File: src/rtl/ttl_74356_if.sv
// Select-path bundle between the 74356 datapath and its select counter.
// Ports: load/scan/sel_in from master; sel_cur/wrap back from slave.
interface ttl_74356_sel_if #(
  parameter int WIDTH_SELECT = 3
);
  logic                    load;
  logic                    scan;
  logic [WIDTH_SELECT-1:0] sel_in;
  logic [WIDTH_SELECT-1:0] sel_cur;
  logic                    wrap;

  modport master (
    output load, scan, sel_in,
    input  sel_cur, wrap
  );

  modport slave (
    input  load, scan, sel_in,
    output sel_cur, wrap
  );
endinterface

File: src/rtl/ttl_74356_select.sv
// Select register/counter: load, scan with wrap-around, one-cycle Wrap pulse.
// Ports: clk, clear (sync, active-high), bus (slave side of the select bundle).
module ttl_74356_select #(
  parameter int WIDTH_IN     = 8,
  parameter int WIDTH_SELECT = 3
) (
  input logic            clk,
  input logic            clear,
  ttl_74356_sel_if.slave bus
);
  logic [WIDTH_SELECT-1:0] sel_q;
  logic                    wrap_q;
  logic                    at_top;

  // Last legal channel or any out-of-range value restarts the scan at 0.
  assign at_top = 32'(sel_q) >= WIDTH_IN - 1;

  always_ff @(posedge clk) begin
    if (clear) begin
      sel_q  <= '0;
      wrap_q <= 1'b0;
    end else if (bus.load) begin
      sel_q  <= bus.sel_in;
      wrap_q <= 1'b0;
    end else if (bus.scan) begin
      if (at_top) begin
        sel_q  <= '0;
        wrap_q <= 1'b1;
      end else begin
        sel_q  <= sel_q + WIDTH_SELECT'(1);
        wrap_q <= 1'b0;
      end
    end else begin
      wrap_q <= 1'b0;
    end
  end

  assign bus.sel_cur = sel_q;
  assign bus.wrap    = wrap_q;
endmodule

File: src/rtl/ttl_74356.sv
// Registered multi-block multiplexer with shared scannable select register.
// Ports: Clk, Clear, Enable_bar, Select_load, Scan, Select, Data_hold, A_2D -> Y, Y_bar, Select_current, Wrap.
`ifndef ASSIGN_UNPACK
`define ASSIGN_UNPACK(DST, SRC, N, W) \
  for (genvar gi = 0; gi < (N); gi++) begin : g_unpack \
    assign DST[gi] = SRC[gi*(W) +: (W)]; \
  end
`endif

module ttl_74356 #(
  parameter int BLOCKS       = 2,
  parameter int WIDTH_IN     = 8,
  parameter int WIDTH_SELECT = $clog2(WIDTH_IN),
  parameter int DELAY_RISE   = 0,
  parameter int DELAY_FALL   = 0
) (
  input  logic                       Clk,
  input  logic                       Clear,
  input  logic [BLOCKS-1:0]          Enable_bar,
  input  logic                       Select_load,
  input  logic                       Scan,
  input  logic [WIDTH_SELECT-1:0]    Select,
  input  logic                       Data_hold,
  input  logic [WIDTH_IN*BLOCKS-1:0] A_2D,
  output logic [BLOCKS-1:0]          Y,
  output logic [BLOCKS-1:0]          Y_bar,
  output logic [WIDTH_SELECT-1:0]    Select_current,
  output logic                       Wrap
);
  logic [WIDTH_IN-1:0] a_word [BLOCKS];
  logic [WIDTH_IN-1:0] data_q [BLOCKS];
  logic [BLOCKS-1:0]   en_bar_q;
  logic [BLOCKS-1:0]   y_int;
  logic                in_range;

  // Edge delays only matter to timing models; the netlist is zero-delay.
  logic unused_delay;
  assign unused_delay = (DELAY_RISE != DELAY_FALL);

  `ASSIGN_UNPACK(a_word, A_2D, BLOCKS, WIDTH_IN)

  always_ff @(posedge Clk) begin
    if (Clear) begin
      en_bar_q <= '1;
      for (int b = 0; b < BLOCKS; b++) data_q[b] <= '0;
    end else begin
      en_bar_q <= Enable_bar;
      if (!Data_hold) begin
        for (int b = 0; b < BLOCKS; b++) data_q[b] <= a_word[b];
      end
    end
  end

  ttl_74356_sel_if #(.WIDTH_SELECT(WIDTH_SELECT)) sel_bus ();

  assign sel_bus.load   = Select_load;
  assign sel_bus.scan   = Scan;
  assign sel_bus.sel_in = Select;

  ttl_74356_select #(
    .WIDTH_IN     (WIDTH_IN),
    .WIDTH_SELECT (WIDTH_SELECT)
  ) u_select (
    .clk   (Clk),
    .clear (Clear),
    .bus   (sel_bus)
  );

  assign in_range = 32'(sel_bus.sel_cur) < WIDTH_IN;

  always_comb begin
    y_int = '0;
    for (int b = 0; b < BLOCKS; b++) begin
      if (!en_bar_q[b] && in_range) y_int[b] = data_q[b][sel_bus.sel_cur];
    end
  end

  assign Y              = y_int;
  assign Y_bar          = ~y_int;
  assign Select_current = sel_bus.sel_cur;
  assign Wrap           = sel_bus.wrap;
endmodule

File: config.mk
export PLATFORM = sky130hd
export DESIGN_NAME = ttl_74356
export DESIGN_NICKNAME = d
export VERILOG_FILES = /design/src/rtl/ttl_74356_if.sv /design/src/rtl/ttl_74356_select.sv /design/src/rtl/ttl_74356.sv
export SDC_FILE = /design/constraint.sdc
export NUM_CORES = 1
export LEC_CHECK = 0
export CAP_MARGIN = 30
export CORE_ASPECT_RATIO = 0.6
export CORE_UTILIZATION = 27
export DETAILED_ROUTE_END_ITERATION = 10
export HOLD_SLACK_MARGIN = 0.02
export PLACE_DENSITY = 0.5
export SYNTH_ARGS = -nofsm -noshare
export SYNTH_HDL_FRONTEND = slang
export SYNTH_SLANG_ARGS = --single-unit
File: constraint.sdc
create_clock -name Clk -period 4 [get_ports Clk]
set_input_delay 0.8 -clock Clk [delete_from_list [all_inputs] [get_ports Clk]]
set_output_delay 0.8 -clock Clk [all_outputs]
set_load 0.1 [all_outputs]
After elaboration in Yosys (flattened, before gate mapping)
Memories as Yosys holds them, arrays and structs flattened. Index checks and enable logic that the tools add are counted.

Flip-flop bits (word level): 6. Latch bits: 0. RAM bits: 16. ROM bits: 0. Input bits: 26. Output and inout port bits: 8. Word-level logic and storage cells: 30. Memories: 1.

$add $sub $neg: 1. $mul: 0. Divide/modulo/power cells: 0. $lt $le $gt $ge: 2. Equal/unequal tests: 0. Shift-type cells: 0. Mux-type cells: 17. Bitwise gates (word level): 4. Reductions and logical operators: 2.

Memories: data_q (depth 2, bits a word 8, rd ports 2, clocked after Yosys merged registers in 0, write ports 2, line ttl_74356.sv:31) `logic [WIDTH_IN-1:0] data_q [BLOCKS];`.

Operator list (count): two-way mux 8 bit (2); two-way mux 1 bit (10); two-way mux 3 bit (3); binary-select mux 1 bit (select 3 bit) (2); less-than comparator 3 x 4 -> 1 bit, second input constant (1); adder 3 x 1 -> 3 bit, second input constant (1); greater-or-equal comparator 3 bit, second input constant (1); OR reduction 3 bit (1); inverter 2 bit (1); bitwise OR 1 bit (2); nonzero test 2 bit (1); inverter 1 bit (1).

Longest topological paths before layout
An unclocked memory read counts as a cell.

Depth in word-level cells: 5. Depth in mapped cells: 5.

Hierarchy
From an unflattened synthesis, not the netlist that was laid out.

Cell total of the unflattened synthesis: 77. Area, all modules: 1021.0 um^2.

By module, submodules not included: ttl_74356 (times used 1, cells an instance 57, area each 820.8 um^2, sequential area each 520.5 um^2); ttl_74356_select (times used 1, cells an instance 20, area each 200.2 um^2, sequential area each 80.1 um^2).

Worst setup path before layout
No wires, ideal clock.

Kind: reg2out. Start: register u_select.sel_q[1], in the netlist u_select.bus.sel_cur[1]. End: output port Y[0]. Arrival time: 4.472 ns. Required time: 3.200 ns. Setup slack: -1.272 ns. Cell stages (with the launch flop): 4. Buffers on the path: 0. Path through: dfxtp_1 mux4_1 nor2_1 nor4_1.

Word-level cells in the longest chain between the ends: 3.

RTL lines: start: declaration (line ttl_74356_select.sv:11) `logic [WIDTH_SELECT-1:0] sel_q;`; start signal: assignment (line ttl_74356_select.sv:23) `sel_q <= bus.sel_in;`; start signal: assignment (line ttl_74356_select.sv:30) `sel_q <= sel_q + WIDTH_SELECT'(1);`; binary-select mux 1 bit (select 3 bit) (line ttl_74356.sv:74) `if (!en_bar_q[b] && in_range) y_int[b] = data_q[b][sel_bus.sel_cur];`; two-way mux 1 bit (implied by the code) (line ttl_74356.sv:74); two-way mux 1 bit (line ttl_74356.sv:74); end: declaration (line ttl_74356.sv:25) `output logic [BLOCKS-1:0] Y,`.

Every way passes these cells. The select of a mux whose other input is x is not followed.

Final worst setup path
Start: register u_select.sel_q[2], in the netlist u_select.bus.sel_cur[2]. End: output port Select_current[2].

RTL lines: end: declaration (line ttl_74356.sv:27) `output logic [WIDTH_SELECT-1:0] Select_current,`.

No word-level cell between the ends.

==> results.yml <==
clock_tree:
  cts_num_sinks: 22
  clk_pin_slew_ns: 0.08
  h-tree-depth: 1
  clkLatencyLatePin_ns: 0.26
  postCtsResizedCells: 0
  cts_tree: "built"
  post-cts-setup-buffer-count: 0
  cts_buffers: 3
  cts-root-buf: "clkbuf_8"
  cts_max_path_buffers: 2
  holdBufCountCts: 0
timing:
  rsz0062_at_grt: "false"
  slew_headroom_pct: 34.9
  setup_violations: 0
  setup-tns-final_ns: 0
  max_freq_ghz: 0.346
  period_share_pct: 72.2
  drv_slew: 0
  worst_pin_slew_ns: 0.974
  min_period_ns: 2.89
  final_hold_viol_count: 0
  fin_worst_skew_ns: 0.0000819
drt:
  via_per_inst: 4.39
  drtIter0Drc: 14
  first_pass_iters: 2
  drc: 0
  routed_wl_mm: 1.83
  drtAntennaViolNets: 0
  wl_per_cell_um: 11.7
  vias: 690
pwr:
  p_leak_nw: 0.548
  power_mw: 0.587
  powerDensity_nw_per_um2: 398
  vdd_ir_drop_max_mv: 0.145
global_route:
  grt_pass1_vias: 642
  grt_usage_pct: 10.4
  grt-ovfl-total: 0
  grt_start_max_net_pins: 17
  antenna_found_initial: 0
  grt_first_pass_wirelength_mm: 3.01
critical_path:
  crit_path_end_kind: "output pin"
  slowest_stage: "clkdlybuf4s50_1"
  worst-path-buf-inv: 1
  r2r_start: "u_select.bus.sel_cur[1]$_SDFFE_PP0P_"
  start_kind: "flop"
  worstPathCellList: "clkdlybuf4s50_1"
  cp_max_fo: 12
  r2r_setup_slack_ns: 2.63
  r2r_cells: 5
  cp.arrival_ns: 2.09
  critPathRequiredTime_ns: 3.20
  path_delay_family: "buffers and inverters"
  r2r_end: "u_select.bus.sel_cur[2]$_SDFFE_PP0P_"
  critical_path_class: "flop to output pin"
  critPathMaxStageDelay_ns: 1.22
die:
  core_area_um2: 3400
  die_x_um: 80.8
  ios: 34
  initial_core_util_pct: 29.6
  die_h_um: 49.3
  row_count: 16
  die_area_um2: 3980
synthesis:
  syn_avg_cell_area_um2: 13.1
  async_flop_share_pct: 0
  synthCells: 77
  synth_warnings: 0
  synth_area_leaders: "edfxtp_1 (48%), dfxtp_1 (12%), and2_1 (10%)"
  ys.flop_type: "edfxtp_1"
  synth-edff-count: 16
  yosys.cell_types.count: 23
  synth_xor_area_share_pct: 0
  ys_seq_area_share_pct: 59.7
  synth_top_family_by_area: "simple AND/OR/NAND/NOR gates"
  synth_common_cells: "and2_1 (16), edfxtp_1 (16), dfxtp_1 (6)"
  synth_top_area_share_pct: 47.8
  synthAdderAreaFrac_pct: 2.49
  yosys.area_share.simple_pct: 23.8
  yosysTopAreaCell: "edfxtp_1"
  ys_seq_elements: 22
  synth_compound_area_share_pct: 3.86
  syn_nets: 105
  syn_area_um2: 1010
  synthMuxAreaShare_pct: 9.33
status:
  status: "finished, final reports clean"
layout:
  multi_input_area_um2: 427
  area_delta_synth_final_pct: 46.6
  fillers: 341
  drive_gt1_share_pct: 11.6
  antenna_cells: 0
  seqCellArea_um2: 601
  utilization_pct: 43.3
  nets: 141
worst_hold_path:
  hp-class: "flop to flop"
  hp-start: "u_select.bus.sel_cur[0]$_SDFFE_PP0P_"
  holdPathStages: 2
  hold_path_end: "u_select.bus.wrap$_SDFF_PP0_"
placement:
  io_buffers: 33
  gp_congestion: 0.680
  dpl.hpwl_mm: 1.35
run:
  cap_viol_max_count: 0
power by group:
part | switching [mW] | leakage [nW] | internal, mW
Sequential | 0.0105 | 0.222 | 0.262
Combinational | 0.0604 | 0.291 | 0.0481
Clock | 0.0730 | 0.0357 | 0.134
Total | 0.144 | 0.548 | 0.444
cell type report:
class                      instances  share of cell area (%)
multi-input combinational         53                    28.9
clock buffer                       3                    2.80
tap                               45                    3.82
clock inverter                     1                    2.04
timing repair buffer              33                    21.7
sequential                        22                    40.7
kinds of logic (layout without fill, tap and decap cells):
| kind of cell | Yosys count | count (layout) |
|---|---|---|
| AOI/OAI and AO/OA | 6 | 6 |
| muxes | 6 | 6 |
| and+or+nand+nor | 39 | 39 |
| buffers and inverters | 2 | 37 |
| DFF | 22 | 22 |
| adders and majority gates | 2 | 2 |
sequential cells by signal (all words and copies together), names as in the netlist:
| signal | count |
|---|---|
| u_select.bus.sel_cur | 3 |
| u_select.bus.wrap | 1 |
| en_bar_q | 2 |
| data_q | 16 |
routing by layer:
layer,vias up,track usage [%],part of all wire [%]
li1,355,-,-
met5,-,0,0
met3,2,4.86,7.0
met4,0,5.36,1.3
met1,310,13.3,49
met2,23,14.6,42
worst max path at each step:
stage / startpoint / to / slack [ns] / cells past startpoint
finish: u_select.bus.sel_cur[2]$_SDFFE_PP0P_ / Select_current[2] / 1.11 / 1
global placement: u_select.bus.sel_cur[2]$_SDFFE_PP0P_ / Select_current[2] / 1.40 / 1
detailed placement: u_select.bus.sel_cur[2]$_SDFFE_PP0P_ / Select_current[2] / 1.37 / 1
CTS: u_select.bus.sel_cur[2]$_SDFFE_PP0P_ / Select_current[2] / 1.08 / 1
global route: u_select.bus.sel_cur[1]$_SDFFE_PP0P_ / Y_bar[0] / 1.0 / 4
floorplan: u_select.bus.sel_cur[1]$_SDFFE_PP0P_ / Y[0] / 0.53 / 3
layout by cell type, fill, tap and decap left out, drive strengths merged:
master,count
nor2,5
nor4b,1
a31oi,1
clkdlybuf4s50,29
nor2b,4
mux2,1
dfxtp,6
edfxtp,16
bufinv,1
mux4,2
or2,2
nand4b,1
nand2b,2
nor3,1
ha,2
nor3b,1
buf,4
a211oi,3
mux2i,3
a21oi,2
clkbuf,3
or4,2
and3,2
nor4,2
and2,16
stage by stage:
step	cells	setup slack, ns	hold slack, ns	instance area, µm²
finish	157	1.11	0.742	1480
global route	157	0.997	0.791	1480
CTS	157	1.08	0.755	1480
detailed placement	153	1.37	0.744	1400
global placement	153	1.40	0.756	1400
floorplan	77	0.528	0.869	1040
Power figures use the tool's default switching activity.
